File: src/rtl/ram_arbiter.sv
// ram_arbiter: round-robin arbiter/sequencer sharing one single-port vector RAM among NUM_REQ requesters.
// Latency: grant and RAM drive are combinational; read data and o_rsp_valid are registered, 1 cycle after accept.
// Backpressure: o_req_ready is a one-hot grant. An ungranted requester holds its beat until it is granted.
// Optional feature macro RAM_ARB_LOCK_EN: burst lock, at most LOCK_MAX consecutive beats per lock.
// Ports:
//   i_clk, i_rst (async, active-high)
//   i_req_valid/we/lock [NUM_REQ], i_req_addr [NUM_REQ*ADDR_WIDTH], i_req_wdata [NUM_REQ*VEC_WIDTH]
//   o_req_ready [NUM_REQ] grant, o_rsp_valid [NUM_REQ] read strobe, o_rsp_data [VEC_WIDTH]
//   o_ram_we/addr/data to RAM, i_ram_data from RAM (combinational read of o_ram_addr)
module ram_arbiter #(
  parameter int NUM_REQ    = 3,
  parameter int VEC_WIDTH  = 264,
  parameter int ARR_DEPTH  = 2048,
  parameter int ADDR_WIDTH = $clog2(ARR_DEPTH),
  parameter int LOCK_MAX   = 16
) (
  input  logic                          i_clk,
  input  logic                          i_rst,
  input  logic [NUM_REQ-1:0]            i_req_valid,
  input  logic [NUM_REQ-1:0]            i_req_we,
  input  logic [NUM_REQ*ADDR_WIDTH-1:0] i_req_addr,
  input  logic [NUM_REQ*VEC_WIDTH-1:0]  i_req_wdata,
  input  logic [NUM_REQ-1:0]            i_req_lock,
  output logic [NUM_REQ-1:0]            o_req_ready,
  output logic [NUM_REQ-1:0]            o_rsp_valid,
  output logic [VEC_WIDTH-1:0]          o_rsp_data,
  output logic                          o_ram_we,
  output logic [ADDR_WIDTH-1:0]         o_ram_addr,
  output logic [VEC_WIDTH-1:0]          o_ram_data,
  input  logic [VEC_WIDTH-1:0]          i_ram_data
);

  localparam int PTR_W = $clog2(NUM_REQ);

  logic [PTR_W-1:0] ptr_q;
  logic [PTR_W-1:0] gnt_idx;
  logic [PTR_W-1:0] ptr_nxt;
  logic             gnt_vld;

`ifdef RAM_ARB_LOCK_EN
  localparam int CNT_W = $clog2(LOCK_MAX + 1);

  logic             lock_vld_q;
  logic [PTR_W-1:0] lock_idx_q;
  logic [CNT_W-1:0] lock_cnt_q;
  logic [CNT_W-1:0] lock_cnt_nxt;
  logic             lock_hold;

  // The lock owner keeps the grant only while it keeps both valid and lock up.
  assign lock_hold    = lock_vld_q && i_req_valid[lock_idx_q] && i_req_lock[lock_idx_q];
  assign lock_cnt_nxt = lock_cnt_q + 1'b1;
`else
  logic unused_lock;
  assign unused_lock = ^{i_req_lock, 32'(LOCK_MAX)};
`endif

  // Round-robin search from the pointer upward, wrapping at NUM_REQ.
  always_comb begin
    int               cand;
    logic [PTR_W-1:0] cand_idx;
    gnt_vld  = 1'b0;
    gnt_idx  = '0;
    cand     = 0;
    cand_idx = '0;
    for (int i = 0; i < NUM_REQ; i++) begin
      cand = int'(ptr_q) + i;
      if (cand >= NUM_REQ) cand = cand - NUM_REQ;
      cand_idx = PTR_W'(cand);
      if (!gnt_vld && i_req_valid[cand_idx]) begin
        gnt_vld = 1'b1;
        gnt_idx = cand_idx;
      end
    end
`ifdef RAM_ARB_LOCK_EN
    if (lock_hold) begin
      gnt_vld = 1'b1;
      gnt_idx = lock_idx_q;
    end
`endif
    // Nothing is granted or written while reset is held.
    if (i_rst) gnt_vld = 1'b0;
  end

  assign ptr_nxt     = (gnt_idx == PTR_W'(NUM_REQ - 1)) ? '0 : gnt_idx + 1'b1;
  assign o_req_ready = gnt_vld ? (NUM_REQ'(1) << gnt_idx) : '0;
  assign o_ram_we    = gnt_vld & i_req_we[gnt_idx];
  assign o_ram_addr  = gnt_vld ? i_req_addr[gnt_idx*ADDR_WIDTH +: ADDR_WIDTH] : '0;
  assign o_ram_data  = gnt_vld ? i_req_wdata[gnt_idx*VEC_WIDTH +: VEC_WIDTH] : '0;

  // A grant always coincides with a valid beat, so gnt_vld is the accept strobe.
  always_ff @(posedge i_clk or posedge i_rst) begin
    if (i_rst) begin
      ptr_q       <= '0;
      o_rsp_valid <= '0;
      o_rsp_data  <= '0;
`ifdef RAM_ARB_LOCK_EN
      lock_vld_q  <= 1'b0;
      lock_idx_q  <= '0;
      lock_cnt_q  <= '0;
`endif
    end else begin
      o_rsp_valid <= '0;
      if (gnt_vld) begin
        // While locked the owner is fixed, so this write leaves the pointer at owner+1.
        ptr_q <= ptr_nxt;
        if (!i_req_we[gnt_idx]) begin
          o_rsp_valid <= o_req_ready;
          o_rsp_data  <= i_ram_data;
        end
      end
`ifdef RAM_ARB_LOCK_EN
      if (lock_hold) begin
        if (lock_cnt_nxt >= CNT_W'(LOCK_MAX)) begin
          lock_vld_q <= 1'b0;
          lock_cnt_q <= '0;
        end else begin
          lock_cnt_q <= lock_cnt_nxt;
        end
      end else if (gnt_vld && i_req_lock[gnt_idx] && LOCK_MAX > 1) begin
        // First locked beat counts toward LOCK_MAX.
        lock_vld_q <= 1'b1;
        lock_idx_q <= gnt_idx;
        lock_cnt_q <= CNT_W'(1);
      end else begin
        lock_vld_q <= 1'b0;
        lock_cnt_q <= '0;
      end
`endif
    end
  end

endmodule
File: config.mk
export PLATFORM = sky130hd
export DESIGN_NAME = ram_arbiter
export DESIGN_NICKNAME = d
export VERILOG_FILES = /design/src/rtl/ram_arbiter.sv
export SDC_FILE = /design/constraint.sdc
export NUM_CORES = 1
export LEC_CHECK = 0
export ABC_AREA = 1
export BUFFER_PORTS_ARGS = -buffer_cell sky130_fd_sc_hd__buf_2
export CAP_MARGIN = 20
export CELL_PAD_IN_SITES_DETAIL_PLACEMENT = 0
export CELL_PAD_IN_SITES_GLOBAL_PLACEMENT = 2
export CORE_AREA = 2 2 639 641
export CTS_CLUSTER_SIZE = 10
export DETAILED_ROUTE_END_ITERATION = 8
export DIE_AREA = 0 0 641 643
export GPL_TIMING_DRIVEN = 0
export PLACE_DENSITY = 0.4
export SLEW_MARGIN = 20
export SYNTH_ARGS = -nofsm -noshare
export SYNTH_HDL_FRONTEND = slang
export SYNTH_SLANG_ARGS = --single-unit
File: constraint.sdc
create_clock -name i_clk -period 19.6 [get_ports i_clk]
set_input_delay 5.88 -clock i_clk [delete_from_list [all_inputs] [get_ports i_clk]]
set_output_delay 5.88 -clock i_clk [all_outputs]
set_load 0.01 [all_outputs]
==> summary.txt, run 1 <==
First-pass GRT wire length - 385 mm
Mean Syn Cell Area - 6.13 um2
Core Footprint - 405000 um2
Register area share after synthesis - 38.4%
Final ANT Viol Nets - 0
Drt drc - 0
Pwr per Cell Area - 250 nW/um2
Share of layout cells above drive strength 1 - 40.9%
RSZ-0062 raised after global routing - false
Final-layout fill cell count - 48600
Total gr overflow - 0
Fmax - 0.0612 GHz
Routed wire per std cell - 32.0 um
Setup-failing EPs final - 0
Hold EP - o_rsp_data[92]
GPL Wtd Cong - 0.928
Max Cap Viol - 0
Netlist area before placement - 17500 um2
Power, Total - 8.54 mW
Largest net degree at the start of global routing - 85
CTS tree - done
Initial antenna violation count - 295
Number of H-tree levels - 2
Final net count - 5653
Min Clock Period, post-route - 16340 ps
Post-Route WL - 323 mm
Primary FF master, synth - dfrtp_1
R2R cell count - 13
CP top delay family - buffers and inverters
Syn_nets - 3962
Cells after synthesis - 2859
Post-synth EDFFs - 0
CP bufs+invs - 7
Post-synthesis cell type count - 23
Compound-gate portion of the synthesized area - 3.97%
R2r startpoint - ptr_q[1]
CP endpoint kind - output pin
Hold path start - o_rsp_data[92]
Final period util - 83.4%
GRT Total Usage - 15.1%
Clock Latency Late Sink - 650 ps
Chip height - 643 um
Hold WC Path Type - reg -> reg
CTS-repair resized insts - 0
Internal reg-to-reg setup slack - 15410 ps
Reg-to-reg critical path endpoint - o_rsp_data[146]
Normalized max-slew margin - 18.4%
Simple-Gate Fraction of Synth Area - 50.9%
Crit Path Max Fanout - 69
Mux contribution to synthesized area - 0%
Status - finished, final reports clean
# rows - 234
Count of pins over their slew limit - 0
Largest family of logic cells by synthesized area - simple AND/OR/NAND/NOR gates
Synthesis-to-finish area growth - 95.4%
Synth Warn # - 0
Worst Max-Slew Pin Slew - 1220 ps
DR vias - 28200
Static leakage - 17.7 nW
Synth Area in Adders - 0.214%
Final hold vios - 0
Max VDD drop - 66.2 uV
Initial Util - 4.32%
Delay of the slowest cell on the worst path - 830 ps
Cts bufs inserted - 40
Root Buffer - clkbuf_16
Via density - 2.80
Final core utilization - 8.45%
DR iter-0 viols - 2084
Arr. time, crit path - 10460 ps
Hold path cells - 2
I/O pins - 1646
Crit path cell chain - buf_2 > inv_8 > buf_16 > nand2_2 > inv_2 > buf_2 > buf_1 > nand3_1 > nand2_1 > buf_2
Asr flop ratio synth - 100%
Cell repeated most along the worst path - buf_2
Clock Skews - 31.2 ps
Worst path slowest cell - buf_1
Detailed Place HPWL - 294 mm
Drt pass-1 iters - 6
Clock-pin slew on the worst setup and hold paths - 50 ps
Postcts setup bufs - 0
Die area - 412000 um2
Clock Sinks - 269
Register bit total from synthesis - 269
Critical Path RT - 13720 ps
Die Wd - 641 um
Crit Path Class - in -> out
I/O Buffers - 1642
Max clock buf depth - 3
Post-synthesis xor/xnor area fraction - 0%
Fin Hold WS - 464 ps
Startpoint Class - input port
Vias in the first global route - 28100
Cts hold-fix bufs - 0
-- worst max-delay path by stage --
stage          start              end  slack, ps  cells after the start
2_1_floorplan  i_rst  o_ram_data[108]        260                      7
6_report       i_rst   o_ram_data[84]       3260                     10
3_3_place_gp   i_rst    o_ram_data[9]     -10710                      9
3_5_place_dp   i_rst    o_ram_data[9]       2800                     10
5_1_grt        i_rst    o_ram_data[9]       2920                     10
4_1_cts        i_rst    o_ram_data[9]       2790                     10
-- report_power, final --
| part | internal (mW) | switching (mW) | total (mW) | leakage [nW] |
|---|---|---|---|---|
| clock network | 0.429 | 0.341 | 0.771 | 0.625 |
| logic | 1.49 | 5.27 | 6.76 | 13.7 |
| registers | 0.838 | 0.177 | 1.02 | 3.34 |
| total | 2.75 | 5.79 | 8.54 | 17.7 |
-- per-stage QoR --
stage	TNS (ps)	instance area, um2	instances	setup slack, ps
finish	0	34200	10100	3260
global route	0	34100	10000	2920
CTS	0	34000	10000	2790
detailed placement	0	32700	9935	2800
global placement	-3275400	32500	9929	-10710
floorplan	0	17500	2859	262
-- tightest hold or removal path: stages (launching register included) --
cell     delay, ps
dfrtp_1        330
nand2_1         50
nand2_1         50
-- sequential cells by signal (all words and copies together) (netlist names) --
register / flops
o_rsp_data: 264
o_rsp_valid: 3
ptr_q: 2
-- layout by cell type (no fill, tap or decap), types with 2 or more instances in the layout --
cell type	count
nand2_1	1738
buf_12	2
bufinv_16	3
clkbuf_2	3
a21oi_1	130
o21ai_1	2
buf_16	4
diode_2	85
nand3_1	454
o21ai_0	2
nand4_1	4
nor2_1	5
buf_1	20
clkbuf_8	2
clkinvlp_4	4
dfrtp_1	269
inv_1	9
ha_1	3
inv_6	2
clkinv_16	2
nand3_2	2
buf_2	1763
clkinv_2	5
clkbuf_1	68
inv_2	5
nand2_2	3
clkbuf_16	40
buf_4	23
-- kinds of logic after synthesis --
group,after synthesis
adder cells (fa/ha/maj),3
AND/OR/NAND/NOR,2211
flip-flops,269
AO/OA/AOI/OAI,136
buffers and inverters,240
-- synth_stat cells, types with 2 or more instances --
master / instances / area share, %
nand2_1: 1738 / 37
nand3_1: 454 / 13
dfrtp_1: 269 / 38
a21oi_1: 130 / 3.7
buf_2: 120 / 3.4
clkbuf_1: 61 / 1.3
buf_4: 23 / 0.99
buf_1: 21 / 0.45
inv_1: 10 / 0.21
inv_2: 5 / 0.11
nor2_1: 5 / 0.11
nand4_1: 4 / 0.14
ha_1: 3 / 0.21
nand2_2: 3 / 0.11
nand3_2: 2 / 0.11
nor2_2: 2 / 0.071
o21ai_0: 2 / 0.057
o21ai_1: 2 / 0.057
-- cell type report --
type | count | area (um2) | share of cell area, %
well taps | 5428 | 6790 | 19.8
flip-flops and latches | 269 | 6730 | 19.7
multi-input cells | 2350 | 9650 | 28.2
diodes | 85 | 213 | 0.621
repair buffers | 1649 | 8380 | 24.5
plain buffers | 225 | 1090 | 3.17
inverters | 15 | 63.8 | 0.186
clock buffers | 52 | 1070 | 3.11
clock inverters | 18 | 248 | 0.724
-- layer usage --
| layer | global-route usage [%] | share of wire [%] | up-vias |
|---|---|---|---|
| met1 | 15.7 | 35 | 13600 |
| met2 | 27.9 | 52 | 1484 |
| met4 | 2.63 | 2.3 | 98 |
| li1 | - | - | 12500 |
| met3 | 6.48 | 11 | 527 |
| met5 | 0 | 0.20 | - |
Power figures use the tool's default switching activity.
==> run 2: changes to the inputs <==
CORE_AREA = 2 2 637 639   (was 2 2 639 641)
DIE_AREA = 0 0 639 641   (was 0 0 641 643)
PLACE_DENSITY = 0.39   (was 0.4)
clock period = 16 ns   (was 19.6 ns; I/O delays follow)
==> run 2 against run 1 <==
  * Design area decreased by 0.17%
  * Clock skew increased by 33 ps
  * First-iteration DRC count decreased by 15%
  * Utilization increased by 0.052 points
  * Register-to-register slack got worse by 3600 ps
  * Flip-flop and latch count unchanged
  * Combinational power increased by 21%
  * Largest cell class is now non-clock buffers
==> summary.txt, run 2 (synthesized netlist as in run 1, its figures left out) <==
CP endpoint kind - output pin
M3 GR Usage - 4.72%
Top reg by flops - o_rsp_data
DR iter-0 viols - 1773
Number of H-tree levels - 2
Final net count - 5663
Status - finished, final reports clean
Clock-pin slew on the worst setup and hold paths - 50 ps
Setup-failing EPs final - 0
Crit Path Class - in -> out
Pwr per Cell Area - 302 nW/um2
Critical Path RT - 11200 ps
Int Pwr - 3.40 mW
Delay of the slowest cell on the worst path - 880 ps
Commonest non-fill, non-tap cell in the layout - buf_2
TNS Setup - 0 ps
Hold WC Path Type - reg -> reg
Min Clock Period, post-route - 14520 ps
Worst path slowest cell - buf_1
Max FFs per register - 264
GR peak layer - met2
Share of layout cells above drive strength 1 - 41.1%
Via density - 2.84
CTS-repair resized insts - 0
Clock Sinks - 269
Largest net degree at the start of global routing - 30
Fmax - 0.0689 GHz
Drt pass-1 iters - 5
Die Wd - 639 um
Worst Max-Slew Pin Slew - 1090 ps
Clock Skews - 63.9 ps
# rows - 233
RSZ-0062 raised after global routing - false
Max clock buf depth - 3
I/O Buffers - 1642
Postcts setup bufs - 0
Cts bufs inserted - 39
Detailed Place HPWL - 294 mm
Initial Util - 4.36%
Crit Path Max Fanout - 22
Post-Route WL - 320 mm
Cts hold-fix bufs - 0
Arr. time, crit path - 9720 ps
I/O pins - 1646
Met2 Use GR - 28.3%
Net Sw Frac - 67.1%
Synthesis-to-finish area growth - 95.1%
Most frequent cells in the layout - 1762 x buf_2, 1738 x nand2_1, 454 x nand3_1
Final period util - 90.7%
Met1 Use GR - 16.6%
GRT Total Usage - 15.0%
Flop pwr share - 12.1%
Max VDD drop - 96.6 uV
Total gr overflow - 0
DR vias - 28100
Static leakage - 17.8 nW
Count of pins over their slew limit - 0
Die area - 410000 um2
Sw Pwr - 6.94 mW
Clock Latency Late Sink - 650 ps
Final-layout fill cell count - 47900
Final ANT Viol Nets - 0
Routed wire per std cell - 32.3 um
Root Buffer - clkbuf_16
First-pass GRT wire length - 381 mm
Core Footprint - 402000 um2
Vias in the first global route - 27800
Normalized max-slew margin - 27.3%
CTS tree - done
Max Cap Viol - 0
Startpoint Class - input port
Power, Total - 10.3 mW
Initial antenna violation count - 306
Clock Power Share - 9.0%
Gate power share - 78.9%
Final hold vios - 0
GPL Wtd Cong - 0.921
Crit path cell chain - buf_2 > clkinvlp_4 > buf_12 > buf_12 > buf_12 > nand2_2 > inv_2 > buf_2 > buf_1 > nand3_1 > nand2_1 > buf_2
Chip height - 641 um
Drt drc - 0
Top Registers - o_rsp_data: 264 flops, o_rsp_valid: 3 flops, ptr_q: 2 flops
[run 2: layout make-up]
| class | instances | area (um2) | share of cell area, % |
|---|---|---|---|
| Antenna cell | 43 | 108 | 0.315 |
| Buffer | 225 | 1090 | 3.19 |
| Inverter | 15 | 60.1 | 0.176 |
| Clock inverter | 11 | 166 | 0.487 |
| Sequential cell | 269 | 6730 | 19.7 |
| Multi-Input combinational cell | 2350 | 9650 | 28.3 |
| Timing Repair Buffer | 1660 | 8590 | 25.2 |
| Clock buffer | 56 | 1150 | 3.37 |
| Tap cell | 5287 | 6620 | 19.4 |
[run 2: worst paths after layout]
kind                       slack, ps  cells past startpoint           start         endpoint
setup reg to reg               11840                     13        ptr_q[0]   o_rsp_data[34]
hold reg to reg                  460                      2  o_rsp_data[32]   o_rsp_data[32]
min in group asynchronous       4170                      2           i_rst  o_rsp_data[137]
max in group asynchronous      10600                      6           i_rst   o_rsp_data[95]
hold / removal                   460                      2  o_rsp_data[32]   o_rsp_data[32]
setup / recovery                1480                     12           i_rst   o_ram_data[89]
[run 2: stage by stage]
stage | cells | utilization [%] | hold slack [ps] | instance area [um2] | setup slack, ps
2_1_floorplan | 2859 | - | 507 | 17500 | 860
3_3_place_gp | 9788 | 8.05 | 452 | 32300 | -6640
3_5_place_dp | 9806 | 8.15 | 455 | 32700 | 1060
4_1_cts | 9873 | 8.47 | 468 | 34100 | 1050
5_1_grt | 9880 | 8.48 | 487 | 34100 | 1020
6_report | 9916 | 8.50 | 463 | 34200 | 1480
[run 2: critical path: cells and delay by family]
family | cells | cell delay (ps)
buffers and inverters | 9 | 3560
AND/OR/NAND/NOR | 3 | 1170
[run 2: metal layers]
layer | vias up | routed length (um)
li1 | 12500 | -
met1 | 13500 | 120000
met2 | 1452 | 168000
met3 | 586 | 25500
met4 | 84 | 6160
met5 | - | 540
[run 2: power groups by stage]
stage / Sequential (mW) / Clock (mW) / Combinational, mW
finish: 1.26 / 0.930 / 8.15
global placement: 1.26 / 0 / 8.55
CTS: 1.26 / 0.987 / 8.56
global route: 1.30 / 0.997 / 8.91
floorplan: 1.35 / 0 / 3.14
detailed placement: 1.27 / 0 / 8.54
